[config.mk]
export PLATFORM = sky130hd
export DESIGN_NAME = seq_multiplier_n_bits_flat
export DESIGN_NICKNAME = d
export VERILOG_FILES = /design/src/rtl/seq_multiplier_n_bits_pkg.sv /design/src/rtl/seq_multiplier_n_bits_if.sv /design/src/rtl/seq_multiplier_n_bits_shift_add_core.sv /design/src/rtl/seq_multiplier_n_bits.sv /design/src/flat_wrapper.sv
export SDC_FILE = /design/constraint.sdc
export NUM_CORES = 1
export LEC_CHECK = 0
export BUFFER_PORTS_ARGS = -buffer_cell sky130_fd_sc_hd__buf_2
export CAP_MARGIN = 0
export CORE_ASPECT_RATIO = 0.6
export CORE_UTILIZATION = 32
export DETAILED_ROUTE_END_ITERATION = 10
export GPL_ROUTABILITY_DRIVEN = 0
export PLACE_DENSITY = 0.48
export SETUP_SLACK_MARGIN = 0.1
export SLEW_MARGIN = 20
export SYNTH_ARGS = -nofsm -noshare
export SYNTH_HDL_FRONTEND = slang
export SYNTH_SLANG_ARGS = --single-unit
[constraint.sdc]
create_clock -name clk -period 5.4 [get_ports clk]
set_clock_uncertainty 0.05 [all_clocks]
set_input_delay 0.27 -clock clk [delete_from_list [all_inputs] [get_ports clk]]
set_output_delay 0.27 -clock clk [all_outputs]
set_load 0.03 [all_outputs]
[src/rtl/seq_multiplier_n_bits_pkg.sv]
// Shared definitions for the buffered shift-and-add multiplier and its display wrappers.
package seq_multiplier_n_bits_pkg;

  typedef enum logic [1:0] {
    ST_IDLE = 2'd0,
    ST_RUN  = 2'd1,
    ST_DONE = 2'd2
  } state_t;

  // Product width for an N-bit operand multiplier.
  function automatic int prod_width(input int n);
    return 2 * n;
  endfunction

endpackage

[src/rtl/seq_multiplier_n_bits_if.sv]
// Operand bus, control strobes and result/status signals of the buffered multiplier.
interface seq_multiplier_n_bits_if
  import seq_multiplier_n_bits_pkg::*;
#(
  parameter int N = 8
);

  localparam int PW = prod_width(N);

  logic [N-1:0]  data_in;
  logic          load_a;
  logic          load_b;
  logic          start;
  logic          signed_mode;
  logic [N-1:0]  op_a;
  logic [N-1:0]  op_b;
  logic [PW-1:0] product;
  logic          busy;
  logic          done;

  modport master (
    output data_in, load_a, load_b, start, signed_mode,
    input  op_a, op_b, product, busy, done
  );

  modport slave (
    input  data_in, load_a, load_b, start, signed_mode,
    output op_a, op_b, product, busy, done
  );

endinterface

[src/rtl/seq_multiplier_n_bits_shift_add_core.sv]
// Unsigned N-iteration shift-and-add datapath; applies the final sign on the last iteration.
module seq_multiplier_n_bits_shift_add_core
  import seq_multiplier_n_bits_pkg::*;
#(
  parameter int N  = 8,
  parameter int CW = $clog2(N + 1)
) (
  input  logic                     clk,
  input  logic                     reset,
  input  logic                     start,
  input  logic [N-1:0]             mcand,
  input  logic [N-1:0]             mplier,
  input  logic                     negate,
  output logic                     last_iter,
  output logic                     finished,
  output logic [prod_width(N)-1:0] result
);

  localparam int PW = prod_width(N);

  logic [PW-1:0] acc;
  logic [PW-1:0] acc_step;
  logic [N:0]    sum;
  logic [N-1:0]  mcand_q;
  logic [CW-1:0] cnt;
  logic          active;
  logic          negate_q;

  // Lower half of acc starts as the multiplier and drains out as the product grows in from the top.
  always_comb begin
    sum       = {1'b0, acc[PW-1:N]} + (acc[0] ? {1'b0, mcand_q} : '0);
    acc_step  = {sum, acc[N-1:1]};
    last_iter = active && (cnt == CW'(N - 1));
  end

  always_ff @(posedge clk) begin
    if (reset) begin
      acc      <= '0;
      mcand_q  <= '0;
      cnt      <= '0;
      active   <= 1'b0;
      negate_q <= 1'b0;
      finished <= 1'b0;
      result   <= '0;
    end else begin
      finished <= 1'b0;
      if (start) begin
        acc      <= {{N{1'b0}}, mplier};
        mcand_q  <= mcand;
        negate_q <= negate;
        cnt      <= '0;
        active   <= 1'b1;
      end else if (active) begin
        acc <= acc_step;
        cnt <= cnt + CW'(1);
        if (last_iter) begin
          active   <= 1'b0;
          finished <= 1'b1;
          result   <= negate_q ? -acc_step : acc_step;
        end
      end
    end
  end

endmodule

[src/rtl/seq_multiplier_n_bits.sv]
// Buffered N-bit multiplier: operand registers, sign handling and the IDLE/RUN/DONE sequencer.
module seq_multiplier_n_bits
  import seq_multiplier_n_bits_pkg::*;
#(
  parameter int N  = 8,
  parameter int CW = $clog2(N + 1)
) (
  input  logic                    clk,
  input  logic                    reset,
  seq_multiplier_n_bits_if.slave  bus
);

  state_t       state;
  state_t       state_next;
  logic [N-1:0] op_a_q;
  logic [N-1:0] op_b_q;
  logic [N-1:0] mag_a;
  logic [N-1:0] mag_b;
  logic         negate;
  logic         accept;
  logic         last_iter;
  logic         finished;

  // Magnitudes come from the buffers as they were before this edge, so a same-cycle load only affects the next multiply.
  always_comb begin
    accept = (state == ST_IDLE) && bus.start;
    mag_a  = (bus.signed_mode && op_a_q[N-1]) ? -op_a_q : op_a_q;
    mag_b  = (bus.signed_mode && op_b_q[N-1]) ? -op_b_q : op_b_q;
    negate = bus.signed_mode && (op_a_q[N-1] ^ op_b_q[N-1]);
  end

  always_ff @(posedge clk) begin
    if (reset) begin
      op_a_q <= '0;
      op_b_q <= '0;
    end else if (state == ST_IDLE) begin
      if (bus.load_a) op_a_q <= bus.data_in;
      if (bus.load_b) op_b_q <= bus.data_in;
    end
  end

  always_ff @(posedge clk) begin
    if (reset) state <= ST_IDLE;
    else       state <= state_next;
  end

  always_comb begin
    state_next = state;
    bus.busy   = 1'b0;
    case (state)
      ST_IDLE: if (bus.start) state_next = ST_RUN;
      ST_RUN: begin
        bus.busy = 1'b1;
        if (last_iter) state_next = ST_DONE;
      end
      ST_DONE: state_next = ST_IDLE;
      default: state_next = ST_IDLE;
    endcase
  end

  seq_multiplier_n_bits_shift_add_core #(
    .N  (N),
    .CW (CW)
  ) u_core (
    .clk       (clk),
    .reset     (reset),
    .start     (accept),
    .mcand     (mag_a),
    .mplier    (mag_b),
    .negate    (negate),
    .last_iter (last_iter),
    .finished  (finished),
    .result    (bus.product)
  );

  assign bus.op_a = op_a_q;
  assign bus.op_b = op_b_q;
  assign bus.done = finished;

endmodule

[src/flat_wrapper.sv]
// flat-port wrapper written by rule: the top's interface ports become plain ports
module seq_multiplier_n_bits_flat import seq_multiplier_n_bits_pkg::*;
#(
  parameter int N  = 8,
  parameter int CW = $clog2(N + 1)
)
  (clk, reset, bus_data_in, bus_load_a, bus_load_b, bus_start, bus_signed_mode, bus_op_a, bus_op_b, bus_product, bus_busy, bus_done);
  seq_multiplier_n_bits_if #(.N(N)) bus_i ();
  input  logic clk;
  input  logic reset;
  input wire logic [$bits(bus_i.data_in)-1:0] bus_data_in;
  input wire logic [$bits(bus_i.load_a)-1:0] bus_load_a;
  input wire logic [$bits(bus_i.load_b)-1:0] bus_load_b;
  input wire logic [$bits(bus_i.start)-1:0] bus_start;
  input wire logic [$bits(bus_i.signed_mode)-1:0] bus_signed_mode;
  output wire logic [$bits(bus_i.op_a)-1:0] bus_op_a;
  output wire logic [$bits(bus_i.op_b)-1:0] bus_op_b;
  output wire logic [$bits(bus_i.product)-1:0] bus_product;
  output wire logic [$bits(bus_i.busy)-1:0] bus_busy;
  output wire logic [$bits(bus_i.done)-1:0] bus_done;
  assign bus_i.data_in = bus_data_in;
  assign bus_i.load_a = bus_load_a;
  assign bus_i.load_b = bus_load_b;
  assign bus_i.start = bus_start;
  assign bus_i.signed_mode = bus_signed_mode;
  assign bus_op_a = bus_i.op_a;
  assign bus_op_b = bus_i.op_b;
  assign bus_product = bus_i.product;
  assign bus_busy = bus_i.busy;
  assign bus_done = bus_i.done;
  seq_multiplier_n_bits #(.N(N), .CW(CW)) u_core (.clk(clk), .reset(reset), .bus(bus_i));
endmodule
* After elaboration in Yosys (flattened, before gate mapping) *
Index checks and enable logic that the tools add are counted.

cells by class
  $add $sub $neg = 5
  equal/unequal tests = 4
  mux-type cells = 14
  bitwise logic cells = 3
  reduce and logical (&&, ||, !) cells = 13

operator list
  kind                                                                    count
  8-bit two-way mux                                                       5
  16-bit two-way mux                                                      1
  16-bit negator                                                          1
  8-bit negator                                                           2
  8-bit by 8-bit adder with 9-bit output                                  1
  2-bit AND reduction                                                     3
  1-bit logical AND                                                       5
  1-bit two-way mux                                                       5
  4-bit by 1-bit adder with 4-bit output (second input constant)          1
  4-bit by 3-bit equality test with 1-bit output (second input constant)  1
  2-bit two-way mux                                                       2
  2-bit inequality test (second input constant)                           2
  2-bit case mux with 2 select lines                                      1
  3-bit AND reduction                                                     1
  3-bit OR reduction                                                      1
  2-bit by 1-bit equality test with 1-bit output (second input constant)  1
  2-bit logical NOT                                                       1
  1-bit inverter                                                          2
  2-bit nonzero test                                                      1
  2-bit OR reduction                                                      1
  1-bit XOR                                                               1

storage, ports and cells
  flip-flop bits (word level) = 65
  input bits = 14
  output and inout bits = 34
  word-level logic and storage cells = 50

* Logic depth before layout (Yosys ltp) *
Gate-level depths: netlist (run 1).

  word-level depth = 5
  gate-level depth with buffers = 9
  gate-level depth less buffers = 9

* Cells and area by module *
From an unflattened synthesis (run 1), not the netlist that was laid out.

unflattened totals
  cell total of the unflattened synthesis = 396
  area, all modules = 3,577.2 µm²

by module, submodules not included
  module                                times used  cells an instance  area an instance (µm²)  seq. area each (µm²)
  seq_multiplier_n_bits_shift_add_core  1           287                2,578.7                 940.9
  seq_multiplier_n_bits                 1           109                998.5                   360.3

* Worst setup path after synthesis (run 1) *
Ideal clock, no wire load.

  kind = reg2reg
  start = reg u_core.u_core.acc[0]
  end = reg u_core.u_core.result[13]
  setup time = 0.086 ns
  arrival = 2.435 ns
  data required time = 5.264 ns
  slack = 2.830 ns
  cell stages (with the launch flop) = 10
  path buffers = 0
  period minus slack after synthesis = 2.570 ns
  cell sequence = dfxtp_1 and2_1 ha_1 fa_1 a21o_2 a211oi_1 o221ai_1 o31a_1 xnor2_1 a211oi_1

between the ends
  cells in the longest elaborated chain, start to end = 4

RTL lines
  element                                     RTL line                                    source
  start, declared                             seq_multiplier_n_bits_shift_add_core.sv:21  logic [PW-1:0] acc;
  start signal, assigned                      seq_multiplier_n_bits_shift_add_core.sv:48  acc <= {{N{1'b0}}, mplier};
  start signal, assigned                      seq_multiplier_n_bits_shift_add_core.sv:54  acc <= acc_step;
  8-bit two-way mux (*)                       seq_multiplier_n_bits_shift_add_core.sv:31  sum = {1'b0, acc[PW-1:N]} + (acc[0] ? {1'b0, mcand_q} : '0);
  8-bit by 8-bit adder with 9-bit output (*)  seq_multiplier_n_bits_shift_add_core.sv:31
  16-bit negator                              seq_multiplier_n_bits_shift_add_core.sv:59  result <= negate_q ? -acc_step : acc_step;
  16-bit two-way mux (*)                      seq_multiplier_n_bits_shift_add_core.sv:59
  end signal, assigned                        seq_multiplier_n_bits_shift_add_core.sv:59
  end, declared                               seq_multiplier_n_bits_shift_add_core.sv:16  output logic [prod_width(N)-1:0] result

Mark *: on every way between the ends. The rest lies on a longest branch, timed or not.
A chain may end at the register's enable or synchronous reset.

* Final worst setup path (run 1) *
  start = reg u_core.u_core.acc[0]
  end = reg u_core.u_core.result[14]

The elaborated chain is that of the path after synthesis.

==> metrics.md, run 1 <==
| Metric | Value |
|---|---|
| Ys async rst share | 0% |
| Reg-to-reg critical path startpoint | u_core.u_core.acc[0] |
| Cells after Synth | approximately 400 |
| Area of the core | roughly 0.010 mm2 |
| Total Negative Setup Slacks | 0 ps |
| Fin Hold WS | around 160 ps |
| Clock buffers created by TritonCTS | 9 |
| Outcome | completed |
| Sort of element at the end of the critical path | flip-flop |
| Width of the die | between 100 and 150 um |
| Post-CTS clock slew at the launch and capture registers of the worst setup and hold paths | ~50 ps |
| Instance area after placement | ~0.0037 mm2 |
| Number of failing setup endpoints in the final timing report | 0 |
| Final cell area excluding filler cells | a little under 0.004 mm2 |
| Ratio of cells with drive above 1 in the final layout | between 10% and 20% |
| Final Non-Filler Cells | roughly 590 |
| Source of the critical timing path | u_core.u_core.acc[0] |
| CTS tree | yes |
| Commonest cells after routing, fill and taps aside | sky130_fd_sc_hd__dfxtp_1 (65), sky130_fd_sc_hd__nand2_1 (62), sky130_fd_sc_hd__nor2_1 (57) |
| Share of the yosys chip area belonging to registers | slightly below 40% |
| Count of final hold-check violations | 0 |
| # rows | 28 |
| Path class of the lowest-slack min-delay path | in -> reg |
| Setup repair bufs after CTS | 0 |
| Global-route wire length before repair | ~14 mm |
| Leftover overflow at the end of global routing | 0 |
| I/O Pins | between 40 and 50 |
| Drt pass-1 iters | 5 |
| Worst setup SP type | flip-flop |
| # Max-Cap Violations | 0 |
| Commonest non-fill, non-tap cell in the layout | sky130_fd_sc_hd__dfxtp_1 |
| Final critical-path required period | between 2000 and 3000 ps |
| Maximum frequency from static timing analysis | roughly 0.34 GHz |
| Crit path max fanout | 9 |
| # resized after CTS | 0 |
| Tightest slew margin relative to the limit | 33.5% |
| Synthesized area divided by synthesized cell count | 8.22 um2 |
| Register area | between 0.001 and 0.0015 mm2 |
| Count of different cell masters after synthesis | 50 |
| Cell count after placement | between 500 and 600 |
| Number of antenna violations at the first check in global routing | 0 |
| Max-slew violations | 0 |
| Warning count from the yosys run | 0 |
| Power density cells | around 310 mW/mm2 |
| Unrepaired setup endpoints after global routing | false |
| Initial Util | between 30% and 40% |
| Detail Placement HPWL | about 6.2 mm |
| Port Buffer Count | 47 |
| Clock sinks | between 60 and 70 |
| Number of buffers on the longest clock path | 2 |
| Final Cycle Share | 53.9% |
| Pre-CTS setup slack | approximately 2500 ps |
| Post-synth EDFFs | 0 |
| DRC violation total after the first TritonRoute iteration | about 150 |
| Area used by multi-input combinational logic | around 0.0019 mm2 |
| CTS root buffer | sky130_fd_sc_hd__clkbuf_16 |
| CP Data Arrival Time | 3080 ps |
| Maximum resistive drop on vdd | between 0.2 and 0.25 mV |
| Area Overhead vs Synth | 18.2% |
| Ant diodes | 0 |
| Via count of the first global-routing pass | about 2700 |
| Netlist area before placement | about 0.0034 mm2 |
| Least-Margin Pin Slew | between 900 and 1000 ps |
| Wire length per cell | 14.4 um |
| Worst Path Required | approximately 5600 ps |
| Count of nets left with antenna violations after detail routing | 0 |
| Wire length reported by the detailed router | 8.46 mm |
| Area enclosed by the die boundary | 0.0109 mm2 |
| Synthesized Nets | between 400 and 500 |
| Final Worst Setup Slack | 2490 ps |
| Vias per Instance | 5.05 |
| Total GRT Usage | around 17% |
| Startpoint of the lowest-slack hold path | bus_data_in[0] |
| Final Util | between 30% and 40% |
| Number of hold buffers added after CTS | 0 |
| Net count, final | approximately 470 |
| Worst setup path class | reg -> reg |
| Total of flip-flops plus latches after synthesis | 65 |
| Total DRC errors in the routed layout | 0 |
| Main synth FF type | sky130_fd_sc_hd__dfxtp_1 |
| Leakage | about 1.6 nW |
| FILL cells | roughly 1100 |
| Pin count of the biggest net entering global routing | 54 |
| Post-layout power | between 1 and 1.5 mW |
| CTS H-Tree Depth | 3 |
| Die Height | roughly 81 um |
| Later-pin clock latency in the skew report | 330 ps |
| Routed via count | about 3000 |
==> layout make-up <==
type	instances	share of cell area [%]
clock buffer	13	6.56
clock inverter	3	0.379
inverter	7	0.663
multi-input combinational	315	49.0
sequential	65	32.8
tap	135	4.26
timing repair buffer	49	6.31
==> cell families (layout without fill, tap and decap cells) <==
| family | after synthesis | after routing | share of synthesized area, % |
|---|---|---|---|
| fa+ha+maj | 13 | 13 | 5.07 |
| flops | 65 | 65 | 38.8 |
| buf+inv | 28 | 72 | 3.32 |
| compound gates | 90 | 90 | 18.5 |
| xor+xnor | 28 | 28 | 7.31 |
| mux | 14 | 14 | 4.18 |
| simple gates | 170 | 170 | 22.8 |
==> path summary, 6_finish.rpt <==
kind                                   end  slack [ps]  cells after the start
setup / recovery  u_core.u_core.result[14]        2490                      9
hold reg to reg    u_core.u_core.result[9]         400                      2
setup reg to reg  u_core.u_core.result[14]        2490                      9
hold / removal          u_core.bus.op_a[0]         160                      3
==> worst max-delay path: stages, from the launching register on <==
cell,delay (ps)
sky130_fd_sc_hd__dfxtp_1,370
sky130_fd_sc_hd__and2_1,190
sky130_fd_sc_hd__ha_1,210
sky130_fd_sc_hd__fa_1,430
sky130_fd_sc_hd__a21o_2,220
sky130_fd_sc_hd__a211oi_1,310
sky130_fd_sc_hd__o221ai_1,250
sky130_fd_sc_hd__nor4_1,390
sky130_fd_sc_hd__nor3_1,100
sky130_fd_sc_hd__a311o_1,280
==> layer usage <==
layer / GRT usage, % / wire length (um) / vias up
met1: 24.8 / 4730 / 1404
met2: 23.7 / 3350 / 46
li1: - / - / 1504
met3: 4.37 / 285 / 9
met4: 5.96 / 97 / 0
met5: 0 / 0 / -
==> synthesized netlist by cell type, drive strengths merged, types with 10 or more instances <==
| master | instances | share of area (%) |
|---|---|---|
| and2 | 12 | 2.2 |
| xnor2 | 10 | 2.6 |
| xor2 | 18 | 4.7 |
| nor2 | 57 | 6.4 |
| dfxtp | 65 | 39 |
| ha | 12 | 4.5 |
| a211oi | 28 | 6.4 |
| mux2i | 14 | 4.2 |
| clkbuf | 17 | 1.9 |
| nand2 | 62 | 6.9 |
| nor3 | 10 | 1.5 |
| a21oi | 31 | 4.7 |
==> registers in the layout, summed over array words and instances (netlist names) <==
register,cells
u_core.u_core.cnt,4
u_core.u_core.acc,16
u_core.u_core.finished,1
u_core.u_core.mcand_q,8
u_core.bus.op_b,8
u_core.state,2
u_core.u_core.active,1
u_core.u_core.result,16
u_core.bus.op_a,8
u_core.u_core.negate_q,1
==> power breakdown <==
| group | total, mW | leakage [nW] | switching (mW) | internal (mW) |
|---|---|---|---|---|
| Sequential | 0.524 | 0.530 | 0.0241 | 0.500 |
| Clock | 0.538 | 0.139 | 0.204 | 0.333 |
| Combinational | 0.162 | 0.920 | 0.105 | 0.0576 |
(Power assumes the default switching activity.)
==> run 2: changes to the inputs <==
==> constraint.sdc (replaced) <==
create_clock -name clk -period 3 [get_ports clk]
set_clock_uncertainty 0.05 [all_clocks]
set_input_delay 0.15 -clock clk [delete_from_list [all_inputs] [get_ports clk]]
set_output_delay 0.15 -clock clk [all_outputs]
set_load 0.03 [all_outputs]
==> run 2 against run 1 <==
First-iteration DRC count grew 34%. Power increased by 96%. Sequential share of layout area is 0.86 points lower. Largest power group unchanged. Die area stayed put. Sequential cell count stayed put. Clock power grew 110%.
==> metrics.md, run 2 (synthesized netlist as in run 1, its figures left out) <==
| Metric | Value |
|---|---|
| Outcome | completed |
| Worst setup path class | reg -> reg |
| Count of final hold-check violations | 0 (unchanged) |
| Width of the die | 134 um (unchanged) |
| # rows | 28 (unchanged) |
| Power density cells | 588 mW/mm2 (+91%) |
| Later-pin clock latency in the skew report | 330 ps (about the same) |
| Sequential share of power | 39.4% (-3.4 points) |
| Tightest slew margin relative to the limit | 58.8% (+25 points) |
| Total GRT Usage | 17.3% (+0.27 points) |
| Cell count after placement | 575 (+0.70%) |
| Maximum resistive drop on vdd | 0.315 mV (+57%) |
| CTS tree | yes |
| Part of the total power dissipated in combinational logic | 12.6% (-0.7 points) |
| Drt pass-1 iters | 4 (-1) |
| Registers with the most flip-flops | u_core.u_core.acc x16, u_core.u_core.result x16 |
| Unrepaired setup endpoints after global routing | false |
| Leftover overflow at the end of global routing | 0 (unchanged) |
| Least-Margin Pin Slew | 617 ps (-381 ps) |
| CTS H-Tree Depth | 3 (unchanged) |
| Final Util | 40.7% (+1.1 points) |
| Sort of element at the end of the critical path | flip-flop |
| Number of failing setup endpoints in the final timing report | 0 (unchanged) |
| Switching component of the power | 613 uW (+84%) |
| Total DRC errors in the routed layout | 0 (unchanged) |
| Commonest non-fill, non-tap cell in the layout | sky130_fd_sc_hd__dfxtp_1 |
| Area Overhead vs Synth | 21.4% |
| Port Buffer Count | 47 (unchanged) |
| Path class of the lowest-slack min-delay path | in -> reg |
| Instance area after placement | 0.00372 mm2 (+0.81%) |
| Switching part of the total | 25.6% (-1.6 points) |
| Clock buffers created by TritonCTS | 9 (unchanged) |
| Maximum frequency from static timing analysis | 0.369 GHz (+7.5%) |
| Count of nets left with antenna violations after detail routing | 0 (unchanged) |
| Fin Hold WS | 26.9 ps (-129 ps) |
| Wire length per cell | 14.7 um (+1.8%) |
| CTS root buffer | sky130_fd_sc_hd__clkbuf_16 |
| Post-CTS clock slew at the launch and capture registers of the worst setup and hold paths | 50 ps (about the same) |
| Number of buffers on the longest clock path | 2 (unchanged) |
| Clock sinks | 65 (unchanged) |
| Ratio of cells with drive above 1 in the final layout | 17.5% (+1.8 points) |
| I/O Pins | 48 (unchanged) |
| Total Negative Setup Slacks | 0 ps (unchanged) |
| CP Data Arrival Time | 2900 ps (-180 ps) |
| Initial Util | 33.5% (unchanged) |
| Via count of the first global-routing pass | 2766 (+0.73%) |
| Crit path max fanout | 9 (unchanged) |
| Clock network fraction of design power | 48.0% (+4.1 points) |
| Worst setup SP type | flip-flop |
| Final Non-Filler Cells | 591 (+0.68%) |
| Wire length reported by the detailed router | 8.67 mm (+2.5%) |
| Vias per Instance | 5.00 (-0.94%) |
| Number of antenna violations at the first check in global routing | 0 (unchanged) |
| Ant diodes | 0 (unchanged) |
| # Max-Cap Violations | 0 (unchanged) |
| Net count, final | 478 (+0.84%) |
| Final cell area excluding filler cells | 0.00408 mm2 (+2.8%) |
| Commonest cells after routing, fill and taps aside | sky130_fd_sc_hd__dfxtp_1 (64), sky130_fd_sc_hd__nand2_1 (62), sky130_fd_sc_hd__nor2_1 (57) |
| Worst Path Required | 3190 ps (-2370 ps) |
| Internal | 1.78 mW (+100%) |
| Final Cycle Share | 90.3% (+36 points) |
| FILL cells | 1069 (-2.2%) |
| Final Worst Setup Slack | 292 ps (-2200 ps) |
| Leakage | 1.63 nW (+2.8%) |
| Area of the core | 0.0100 mm2 (unchanged) |
| Number of hold buffers added after CTS | 0 (unchanged) |
| Post-layout power | 2.40 mW (+96%) |
| DRC violation total after the first TritonRoute iteration | 200 (+34%) |
| Max-slew violations | 0 (unchanged) |
| Die Height | 81.3 um (unchanged) |
| Final critical-path required period | 2710 ps (-204 ps) |
| Detail Placement HPWL | 6.26 mm (+1.6%) |
| Setup repair bufs after CTS | 0 (unchanged) |
| Area enclosed by the die boundary | 0.0109 mm2 (unchanged) |
| Pre-CTS setup slack | 132 ps (-2390 ps) |
| Global-route wire length before repair | 14.4 mm (+1.1%) |
| Pin count of the biggest net entering global routing | 52 (-3.7%) |
| Routed via count | 2955 (-0.27%) |
[run 2: path summary, 6_finish.rpt]
kind	start	slack [ps]	cells past startpoint	endpoint
min	bus_data_in[0]	30	3	u_core.bus.op_a[0]
max reg2reg	u_core.u_core.acc[0]	290	9	u_core.u_core.result[13]
max	u_core.u_core.acc[0]	290	9	u_core.u_core.result[13]
min reg2reg	u_core.u_core.mcand_q[0]	400	2	u_core.u_core.mcand_q[0]
[run 2: power groups by stage]
stage,clock (mW),sequential (mW),combinational [mW]
floorplan,0,0.971,0.200
global placement,0,0.962,0.295
detailed placement,0,0.962,0.294
CTS,1.18,0.944,0.298
global route,1.22,0.951,0.339
finish,1.15,0.944,0.303
[run 2: area by class of cell]
type                            instances  area (um2)  share of cell area [%]
Multi-Input combinational cell        315        1970                    48.4
Sequential cell                        65        1300                    32.0
Timing Repair Buffer                   53         280                    6.88
Clock buffer                           14         264                    6.48
Tap cell                              135         169                    4.14
Clock inverter                          2        60.1                    1.47
Inverter                                7        26.3                   0.645
[run 2: per-layer routing]
layer / vias up / track usage, % / routed length, um
li1: 1514 / - / -
met1: 1395 / 25.6 / 5000
met2: 41 / 23.5 / 3310
met3: 5 / 4.87 / 300
met4: 0 / 5.39 / 62
met5: - / 0 / 0
[run 2: worst max-delay path, cell delays in order (launching register included)]
cell,delay (ps)
sky130_fd_sc_hd__dfxtp_2,350
sky130_fd_sc_hd__and2_1,170
sky130_fd_sc_hd__ha_1,220
sky130_fd_sc_hd__fa_1,440
sky130_fd_sc_hd__a21o_2,230
sky130_fd_sc_hd__a211oi_2,270
sky130_fd_sc_hd__o221ai_2,190
sky130_fd_sc_hd__o31a_1,320
sky130_fd_sc_hd__xnor2_1,130
sky130_fd_sc_hd__a211oi_1,250
[run 2: timing repair]
item | 4_1_cts | 5_1_grt
hold endpoints to repair | 0 | 0
resized for setup | 1 | 5
endpoints found under the setup margin | 1 | 4
==> run 3: changes to the inputs <==
--- a/config.mk
+++ b/config.mk
@@ -12,6 +12,7 @@
 export DETAILED_ROUTE_END_ITERATION = 10
 export GPL_ROUTABILITY_DRIVEN = 0
 export PLACE_DENSITY = 0.48
+export RECOVER_POWER = 50
 export SETUP_SLACK_MARGIN = 0.1
 export SLEW_MARGIN = 20
 export SYNTH_ARGS = -nofsm -noshare
==> run 3 against run 2 <==
Routed wire length shrank 0.47%. Highest routed layer unchanged. Largest power group unchanged. Die area is the same. Cell count is the same. Sequential cell count is the same.
==> metrics.md, run 3 (synthesized netlist as in run 1, its figures left out) <==
| Metric | Value |
|---|---|
| Outcome | completed |
| Ant diodes | 0 (unchanged) |
| Global-route wire length before repair | 14.4 mm (unchanged) |
| Total Negative Setup Slacks | 0 ps (unchanged) |
| Later-pin clock latency in the skew report | 330 ps (about the same) |
| Initial Util | 33.5% (unchanged) |
| Unrepaired setup endpoints after global routing | false |
| # Max-Cap Violations | 0 (unchanged) |
| Max-slew violations | 0 (unchanged) |
| Final Cycle Share | 90.3% (about the same) |
| Worst setup path class | reg -> reg |
| CTS H-Tree Depth | 3 (unchanged) |
| Number of failing setup endpoints in the final timing report | 0 (unchanged) |
| Number of antenna violations at the first check in global routing | 0 (unchanged) |
| # rows | 28 (unchanged) |
| Critical-path cell list | and2_1, ha_1, fa_1, a21o_2, a211oi_2, o221ai_2, o31a_1, xnor2_1, a211oi_1 |
| Pin count of the biggest net entering global routing | 52 (unchanged) |
| CTS tree | yes |
| Sort of element at the end of the critical path | flip-flop |
| Leftover overflow at the end of global routing | 0 (unchanged) |
| Pre-CTS setup slack | 132 ps (unchanged) |
| Cell type of the slowest stage on the worst timing path | sky130_fd_sc_hd__fa_1 |
| Commonest non-fill, non-tap cell in the layout | sky130_fd_sc_hd__dfxtp_1 |
| Least-Margin Pin Slew | 880 ps (+263 ps) |
| Area Overhead vs Synth | 20.1% |
| Vias per Instance | 5.01 (+0.24%) |
| Leakage | 1.49 nW (-9.0%) |
| Instance area after placement | 0.00372 mm2 (unchanged) |
| Commonest cells after routing, fill and taps aside | sky130_fd_sc_hd__dfxtp_1 (64), sky130_fd_sc_hd__nand2_1 (62), sky130_fd_sc_hd__nor2_1 (57) |
| Worst setup SP type | flip-flop |
| Die Height | 81.3 um (unchanged) |
| Crit path max fanout | 9 (unchanged) |
| Total GRT Usage | 17.3% (unchanged) |
| Routed via count | 2962 (+0.24%) |
| Fin Hold WS | 25.8 ps (-1.12 ps) |
| Area of the core | 0.0100 mm2 (unchanged) |
| Maximum frequency from static timing analysis | 0.369 GHz (about the same) |
| Maximum resistive drop on vdd | 0.315 mV (+0.28%) |
| Registers with the most flip-flops | u_core.u_core.acc x16, u_core.u_core.result x16 |
| Ratio of cells with drive above 1 in the final layout | 9.87% (-7.7 points) |
| Net count, final | 478 (unchanged) |
| Final Worst Setup Slack | 292 ps (-0.249 ps) |
| Maximum cell stage delay along the critical path | 440 ps (about the same) |
| Final critical-path required period | 2710 ps (+0.249 ps) |
| Via count of the first global-routing pass | 2766 (unchanged) |
| Port Buffer Count | 47 (unchanged) |
| Area enclosed by the die boundary | 0.0109 mm2 (unchanged) |
| Clock buffers created by TritonCTS | 9 (unchanged) |
| CTS root buffer | sky130_fd_sc_hd__clkbuf_16 |
| Number of buffers on the longest clock path | 2 (unchanged) |
| Drt pass-1 iters | 4 (unchanged) |
| I/O Pins | 48 (unchanged) |
| Clock sinks | 65 (unchanged) |
| Detail Placement HPWL | 6.26 mm (unchanged) |
| Wire length per cell | 14.6 um (-0.47%) |
| Total DRC errors in the routed layout | 0 (unchanged) |
| Width of the die | 134 um (unchanged) |
| Number of hold buffers added after CTS | 0 (unchanged) |
| Tightest slew margin relative to the limit | 41.3% (-18 points) |
| Worst Path Required | 3190 ps (about the same) |
| Final cell area excluding filler cells | 0.00403 mm2 (-1.1%) |
| Wire length reported by the detailed router | 8.63 mm (-0.47%) |
| Count of final hold-check violations | 0 (unchanged) |
| Count of nets left with antenna violations after detail routing | 0 (unchanged) |
| CP Data Arrival Time | 2900 ps (about the same) |
| Path class of the lowest-slack min-delay path | in -> reg |
| Post-layout power | 2.39 mW (-0.18%) |
| Power density cells | 594 mW/mm2 (+0.97%) |
| Post-CTS clock slew at the launch and capture registers of the worst setup and hold paths | 50 ps (about the same) |
| DRC violation total after the first TritonRoute iteration | 189 (-5.5%) |
run 3: cell types whose count changed in the layout (fill, tap and decap cells not counted), sizes merged:
cell | previous run | this run
buf | 53 | 18
clkbuf | 14 | 49
run 3: area by class of cell:
type                    instances  area (um2)
well taps                     135         169
multi-input cells             315        1970
repair buffers                 53         234
fillers                      1095        5990
inverters                       7        26.3
clock buffers                  14         264
flip-flops and latches         65        1300
clock inverters                 2        60.1
run 3: worst max-delay path, delay by kind of cell (launching register included):
family | cells | cell delay [ps]
adder cells (fa/ha/maj) | 2 | 660
AO/OA/AOI/OAI | 5 | 1260
XOR/XNOR | 1 | 130
flip-flops | 1 | 350
AND/OR/NAND/NOR | 1 | 170
run 3: path summary, 6_finish.rpt:
path	from	endpoint	slack, ps	depth (start not counted)
setup / recovery	u_core.u_core.acc[0]	u_core.u_core.result[13]	290	9
hold / removal	bus_data_in[0]	u_core.bus.op_a[0]	30	3
setup reg to reg	u_core.u_core.acc[0]	u_core.u_core.result[13]	290	9
hold reg to reg	u_core.u_core.mcand_q[0]	u_core.u_core.mcand_q[0]	400	2
run 3: what timing repair did:
action | 4_1_cts | 5_1_grt
endpoints found under the setup margin | 1 | 4
cloned | 0 | 0
gates resized for setup | 1 | 5
buffers inserted | 0 | 0
run 3: report_power, final:
group	switching [mW]	total (mW)	leakage, nW	internal [mW]
registers	0.0446	0.945	0.530	0.900
clock network	0.378	1.15	0.157	0.774
logic	0.191	0.297	0.800	0.106
total	0.614	2.39	1.49	1.78
run 3: metrics by stage:
stage | util, % | std cells
finish | 40.2 | 591
global route | 40.2 | 591
CTS | 40.4 | 591
detailed placement | 37.1 | 575
global placement | 37.1 | 575
floorplan | - | 408
run 3: layer usage:
layer | global-route usage, % | wire length, um | vias to the layer above
li1 | - | - | 1517
met1 | 25.6 | 4980 | 1406
met2 | 23.5 | 3310 | 34
met3 | 4.87 | 277 | 5
met4 | 5.39 | 62 | 0
met5 | 0 | 0 | -
